**config.mk**
```make
export PLATFORM = sky130hd
export DESIGN_NAME = link_test_seq
export DESIGN_NICKNAME = d
export VERILOG_FILES = /design/src/rtl/link_test_seq.sv
export SDC_FILE = /design/constraint.sdc
export NUM_CORES = 1
export LEC_CHECK = 0
export ABC_CLOCK_PERIOD_IN_PS = 2890
export BUFFER_PORTS_ARGS = -buffer_cell sky130_fd_sc_hd__buf_2
export CORE_MARGIN = 8
export CORE_UTILIZATION = 53
export CTS_CLUSTER_DIAMETER = 60
export DETAILED_ROUTE_END_ITERATION = 8
export PLACE_DENSITY = 0.78
export REMOVE_ABC_BUFFERS = 1
export SLEW_MARGIN = 20
export SYNTH_ARGS = -nofsm -noshare
export SYNTH_HDL_FRONTEND = slang
export SYNTH_SLANG_ARGS = --single-unit
```
**constraint.sdc**
```tcl
create_clock -name clk -period 2.89 [get_ports clk]
set_input_delay 0.289 -clock clk [delete_from_list [all_inputs] [get_ports clk]]
set_output_delay 0.289 -clock clk [all_outputs]
set_load 0.005 [all_outputs]
```
**src/rtl/link_test_seq.sv**
```systemverilog
// Link self-test sequencer: sends LFSR packets to the Encoder and checks the Decoder echoes.
// Build option LINK_TEST_STOP_ON_FAIL_EN ends a run at its first failing packet.
module link_test_seq #(
  parameter int N_PKT     = 8,
  parameter int N_TESTS   = 256,
  parameter int TIMEOUT   = 2000000,
  parameter int MAX_RETRY = 3
) (
  input  logic             clk,
  input  logic             rst_n,
  input  logic             go,
  input  logic             abort,
  input  logic [31:0]      lfsr_data,
  output logic             lfsr_en,
  output logic [N_PKT-1:0] enc_data,
  output logic             enc_start,
  input  logic             enc_avail,
  input  logic [N_PKT-1:0] dec_data,
  input  logic             dec_avail,
  input  logic             dec_error,
  output logic             dec_read,
  output logic             busy,
  output logic             done,
  output logic [15:0]      pass_cnt,
  output logic [15:0]      fail_cnt,
  output logic [15:0]      timeout_cnt,
  output logic [N_PKT-1:0] fail_pkt
);

  localparam int TMR_W = $clog2(TIMEOUT + 1);
  localparam int IDX_W = $clog2(N_TESTS + 1);
  localparam int RTY_W = (MAX_RETRY > 0) ? $clog2(MAX_RETRY + 1) : 1;

  localparam logic [TMR_W-1:0] TMR_LAST = TMR_W'(TIMEOUT - 1);
  localparam logic [IDX_W-1:0] IDX_LAST = IDX_W'(N_TESTS - 1);
  localparam logic [RTY_W-1:0] RTY_MAX  = RTY_W'(MAX_RETRY);

`ifdef LINK_TEST_STOP_ON_FAIL_EN
  localparam bit STOP_ON_FAIL = 1'b1;
`else
  localparam bit STOP_ON_FAIL = 1'b0;
`endif

  typedef enum logic [2:0] {
    IDLE,
    LOAD,
    SEND,
    WAIT_RX,
    NEXT,
    DONE
  } state_t;

  state_t             state_q, state_d;
  logic [N_PKT-1:0]   pkt_q, pkt_d;
  logic [TMR_W-1:0]   timer_q, timer_d;
  logic [IDX_W-1:0]   idx_q, idx_d;
  logic [RTY_W-1:0]   retry_q, retry_d;
  logic [15:0]        pass_q, pass_d;
  logic [15:0]        fail_q, fail_d;
  logic [15:0]        tmo_q, tmo_d;
  logic [N_PKT-1:0]   fail_pkt_q, fail_pkt_d;
  logic               fail_seen_q, fail_seen_d;
  logic               lfsr_en_q, lfsr_en_d;
  logic               busy_q, busy_d;
  logic               done_q, done_d;
  logic               active;

  // Only the low N_PKT bits of the LFSR word form a packet.
  generate
    if (N_PKT < 32) begin : g_lfsr_hi
      logic unused_lfsr_hi;
      assign unused_lfsr_hi = ^lfsr_data[31:N_PKT];
    end
  endgenerate

  function automatic logic [15:0] sat_inc(input logic [15:0] v);
    return (v == 16'hFFFF) ? v : v + 16'd1;
  endfunction

  assign active    = (state_q != IDLE) && (state_q != DONE);
  assign enc_start = (state_q == SEND) && enc_avail && !abort;
  // Any Decoder packet is consumed; only one seen in WAIT_RX is scored.
  assign dec_read  = rst_n && dec_avail;

  always_comb begin
    state_d     = state_q;
    pkt_d       = pkt_q;
    timer_d     = timer_q;
    idx_d       = idx_q;
    retry_d     = retry_q;
    pass_d      = pass_q;
    fail_d      = fail_q;
    tmo_d       = tmo_q;
    fail_pkt_d  = fail_pkt_q;
    fail_seen_d = fail_seen_q;
    lfsr_en_d   = 1'b0;

    if (active && abort) begin
      state_d = IDLE;
    end else begin
      case (state_q)
        IDLE: begin
          if (go) begin
            pass_d      = '0;
            fail_d      = '0;
            tmo_d       = '0;
            fail_pkt_d  = '0;
            fail_seen_d = 1'b0;
            idx_d       = '0;
            retry_d     = '0;
            lfsr_en_d   = 1'b1;
            state_d     = LOAD;
          end
        end
        LOAD: begin
          pkt_d   = lfsr_data[N_PKT-1:0];
          state_d = SEND;
        end
        SEND: begin
          if (enc_avail) begin
            timer_d = '0;
            state_d = WAIT_RX;
          end
        end
        WAIT_RX: begin
          timer_d = timer_q + TMR_W'(1);
          // An echo arriving on the expiry cycle still counts as an echo.
          if (dec_avail) begin
            state_d = NEXT;
            if ((dec_data == pkt_q) && !dec_error) begin
              pass_d = sat_inc(pass_q);
            end else begin
              fail_d      = sat_inc(fail_q);
              fail_seen_d = 1'b1;
              if (!fail_seen_q) fail_pkt_d = dec_data;
              if (STOP_ON_FAIL) state_d = DONE;
            end
          end else if (timer_q == TMR_LAST) begin
            tmo_d = sat_inc(tmo_q);
            if (retry_q < RTY_MAX) begin
              retry_d = retry_q + RTY_W'(1);
              state_d = SEND;
            end else begin
              fail_d      = sat_inc(fail_q);
              fail_seen_d = 1'b1;
              state_d     = STOP_ON_FAIL ? DONE : NEXT;
            end
          end
        end
        NEXT: begin
          retry_d = '0;
          if (idx_q == IDX_LAST) begin
            state_d = DONE;
          end else begin
            idx_d     = idx_q + IDX_W'(1);
            lfsr_en_d = 1'b1;
            state_d   = LOAD;
          end
        end
        DONE: begin
          if (!go) state_d = IDLE;
        end
        default: state_d = IDLE;
      endcase
    end

    busy_d = (state_d != IDLE) && (state_d != DONE);
    done_d = (state_d == DONE);
  end

  always_ff @(posedge clk or negedge rst_n) begin
    if (!rst_n) begin
      state_q     <= IDLE;
      pkt_q       <= '0;
      timer_q     <= '0;
      idx_q       <= '0;
      retry_q     <= '0;
      pass_q      <= '0;
      fail_q      <= '0;
      tmo_q       <= '0;
      fail_pkt_q  <= '0;
      fail_seen_q <= 1'b0;
      lfsr_en_q   <= 1'b0;
      busy_q      <= 1'b0;
      done_q      <= 1'b0;
    end else begin
      state_q     <= state_d;
      pkt_q       <= pkt_d;
      timer_q     <= timer_d;
      idx_q       <= idx_d;
      retry_q     <= retry_d;
      pass_q      <= pass_d;
      fail_q      <= fail_d;
      tmo_q       <= tmo_d;
      fail_pkt_q  <= fail_pkt_d;
      fail_seen_q <= fail_seen_d;
      lfsr_en_q   <= lfsr_en_d;
      busy_q      <= busy_d;
      done_q      <= done_d;
    end
  end

  assign lfsr_en     = lfsr_en_q;
  assign enc_data    = pkt_q;
  assign busy        = busy_q;
  assign done        = done_q;
  assign pass_cnt    = pass_q;
  assign fail_cnt    = fail_q;
  assign timeout_cnt = tmo_q;
  assign fail_pkt    = fail_pkt_q;

endmodule

```
==> qor.txt <==
Initial antenna violation count - 0
Worst hold slack - 0.00279 ns
IO Pins - 116
Startpoint types - flop
Cells after synthesis - 570
Cell family with most CP delay - simple AND/OR/NAND/NOR gates
Die Span Y - 117 um
CP Class - flop to flop
Critical path capture point type - flop
CTS root buf - clkbuf_8
Commonest cells post-synth - dfrtp_1, nor2_1, nand2_1, nand3_1, o21ai_0
TritonCTS clock tree - yes
Cell Chain, Critical Path - ha_1 -> nand3_1 -> nor2_1 -> ha_1 -> or4_1 -> or2_1 -> nand2_2 -> nand4_2 -> or3_1 -> a21oi_1
Pin count of the biggest net entering global routing - 104
Capture point of the worst reg-to-reg path - idx_q[5]
Vias/cell - 5.82
Most used flip-flop cell after synthesis - dfrtp_1
Leakage - 2.93 nW
Top cell by count, worst path - ha_1
Post-synth EDFFs - 0
GRT Util Overall - 19.9%
Share of the synthesized area in the top cell type - 47.5%
Routed len/inst - 16.1 um
Max-slew violations - 0
Most frequent cell after synthesis - dfrtp_1
CTS buffer count - 9
Cell area after synthesis - 5430 sq um
Final WL - 13000 um
Post-CTS Resized - 0
Remaining DRCs - 0
Max Freq - 387 MHz
Die width - 117 um
Htree depth - 3
Worst Path Required - 3.18 ns
Clk buf depth - 2
IO Port Bufs - 91
Final min period - 2.58 ns
Inst Count DP - 789
Grt total ovfl - 0
Pre-antenna DRT Iters - 4
First-pass GRT wire length - 21900 um
DR iter-0 viols - 372
Layout cells sized above 1 - 21.3%
Row count - 37
Crit-path max cell delay - 0.49 ns
Final worst clock skew - 0.00939 ns
Relative slew slack - 53.6%
Finished Layout Cells - 804
Post-CTS setup repair buffer count - 0
Reg-to-Reg Start - idx_q[0]
FFs w/ async S/R, synth - 100%
CP bufs+invs - 0
Crit share post-route - 89.3%
CP max-delay cell - or4_1
Routed Antenna Nets - 0
Diode count - 0
Initial Utilization - 53.5%
RSZ-0062 raised after global routing - false
CP arrival - 2.87 ns
Synth area leaders - dfrtp_1, xor2_1, nor2_1
R2R setup slack - 0.31 ns
Max_cap viols - 0
Detailed placement HPWL - 9510 um
R2R depth - 10
P per Cell Area - 575 nW/um^2
Placer Congestion - 0.837
Yosys top cell by area - dfrtp_1
DR vias - 4681
Flops & latches, synth - 103
Layout area overhead - 15.4%
Clock-pin slew on the worst setup and hold paths - 0.10 ns
Area of the core - 10100 sq um
Latest clock arrival within the worst-skew pair - 0.36 ns
Worst VDD drop - 410 uV
Die area - 13700 sq um
Ys Warns - 0
Status - finished clean
Mean Syn Cell Area - 9.52 sq um
Final nets - 718
Vias in the first global route - 4744
Final setup viols - 0
Final Hold Viols - 0
Max FO, Critical Path - 5
# hold bufs at CTS - 0
Unique masters post-synth - 58
Post-synthesis sequential area ratio - 47.5%
# clock sinks - 103
Min-delay worst type - input port to async pin
Worst Max-Slew Pin Slew - 0.690 ns
-- layout make-up --
class	instances	area, sq um
fill	868	3880
multi-input combinational	426	2680
sequential	103	2580
timing repair buffer	105	576
tap	136	170
clock buffer	10	128
inverter	19	71.3
clock inverter	5	58.8
-- cells by family (layout without fill, tap and decap cells) --
family,Yosys count,after routing,synth area share [%]
AOI/OAI and AO/OA,97,97,10.7
xor gates and xnor gates,50,50,8.07
adders and majority gates,7,7,1.61
buffers and inverters,41,139,3.21
DFF,103,103,47.5
muxes,12,12,2.42
and+or+nand+nor,260,260,26.5
-- through the flow --
stage,power (W),cell area [sq um],util (%),setup slack [ns],setup TNS [ns]
after CTS,0.00363,6260,61.8,0.304,0
after global routing,0.00381,6260,61.8,0.127,0
after detailed placement,0.00274,6080,59.9,0.316,0
after floorplan,0.00230,5320,-,-0.985,-17.12
final,0.00360,6260,61.8,0.309,0
after global placement,0.00270,6080,59.9,0.388,0
-- report_power, final --
group / switching [W] / internal [W] / total [W] / leakage (nW)
Combinational: 0.000591 / 0.000397 / 0.000988 / 1.43
Sequential: 0.000138 / 0.00158 / 0.00172 / 1.41
Clock: 0.000494 / 0.000398 / 0.000892 / 0.0888
Total: 0.00122 / 0.00238 / 0.00360 / 2.93
-- state kept, by name, indices dropped and copies added, names as in the netlist --
| name | count |
|---|---|
| enc_data | 8 |
| state_q | 3 |
| lfsr_en | 1 |
| fail_seen_q | 1 |
| pass_cnt | 16 |
| done | 1 |
| timer_q | 21 |
| timeout_cnt | 16 |
| retry_q | 2 |
| fail_cnt | 16 |
| idx_q | 9 |
| fail_pkt | 8 |
| busy | 1 |
-- cells in the final DEF (no fill, tap or decap), drive strengths merged, types with 4 or more instances in the layout --
cell type and count:
o31ai 8, nand3 39, nand2 39, mux2 9, clkbuf 10, or3 17, dfrtp 103, a21oi 28
nor2 67, and4 5, a21o 5, buf 105, nand2b 4, inv 20, nor3 13, ha 7
and3 15, nor4 5, and2 6, o211ai 6, o21ai 38, xor2 31, or4 7, nand4 22
xnor2 19
-- worst max path at each step --
stage / cells past startpoint / start / end
floorplan: 5 / state_q[1] / timeout_cnt[14]
global placement: 10 / idx_q[0] / idx_q[7]
detailed placement: 10 / idx_q[0] / idx_q[7]
CTS: 10 / idx_q[0] / idx_q[5]
global route: 10 / idx_q[0] / idx_q[5]
finish: 10 / idx_q[0] / idx_q[5]
-- routing by layer --
metal | part of all wire [%] | vias up | track usage [%]
li1 | - | 2224 | -
met1 | 43 | 2306 | 24.9
met2 | 49 | 132 | 33.7
met3 | 6.6 | 19 | 4.57
met4 | 1.1 | 0 | 5.46
met5 | 0 | - | 0
No activity file was read; power rests on OpenSTA's default activity.
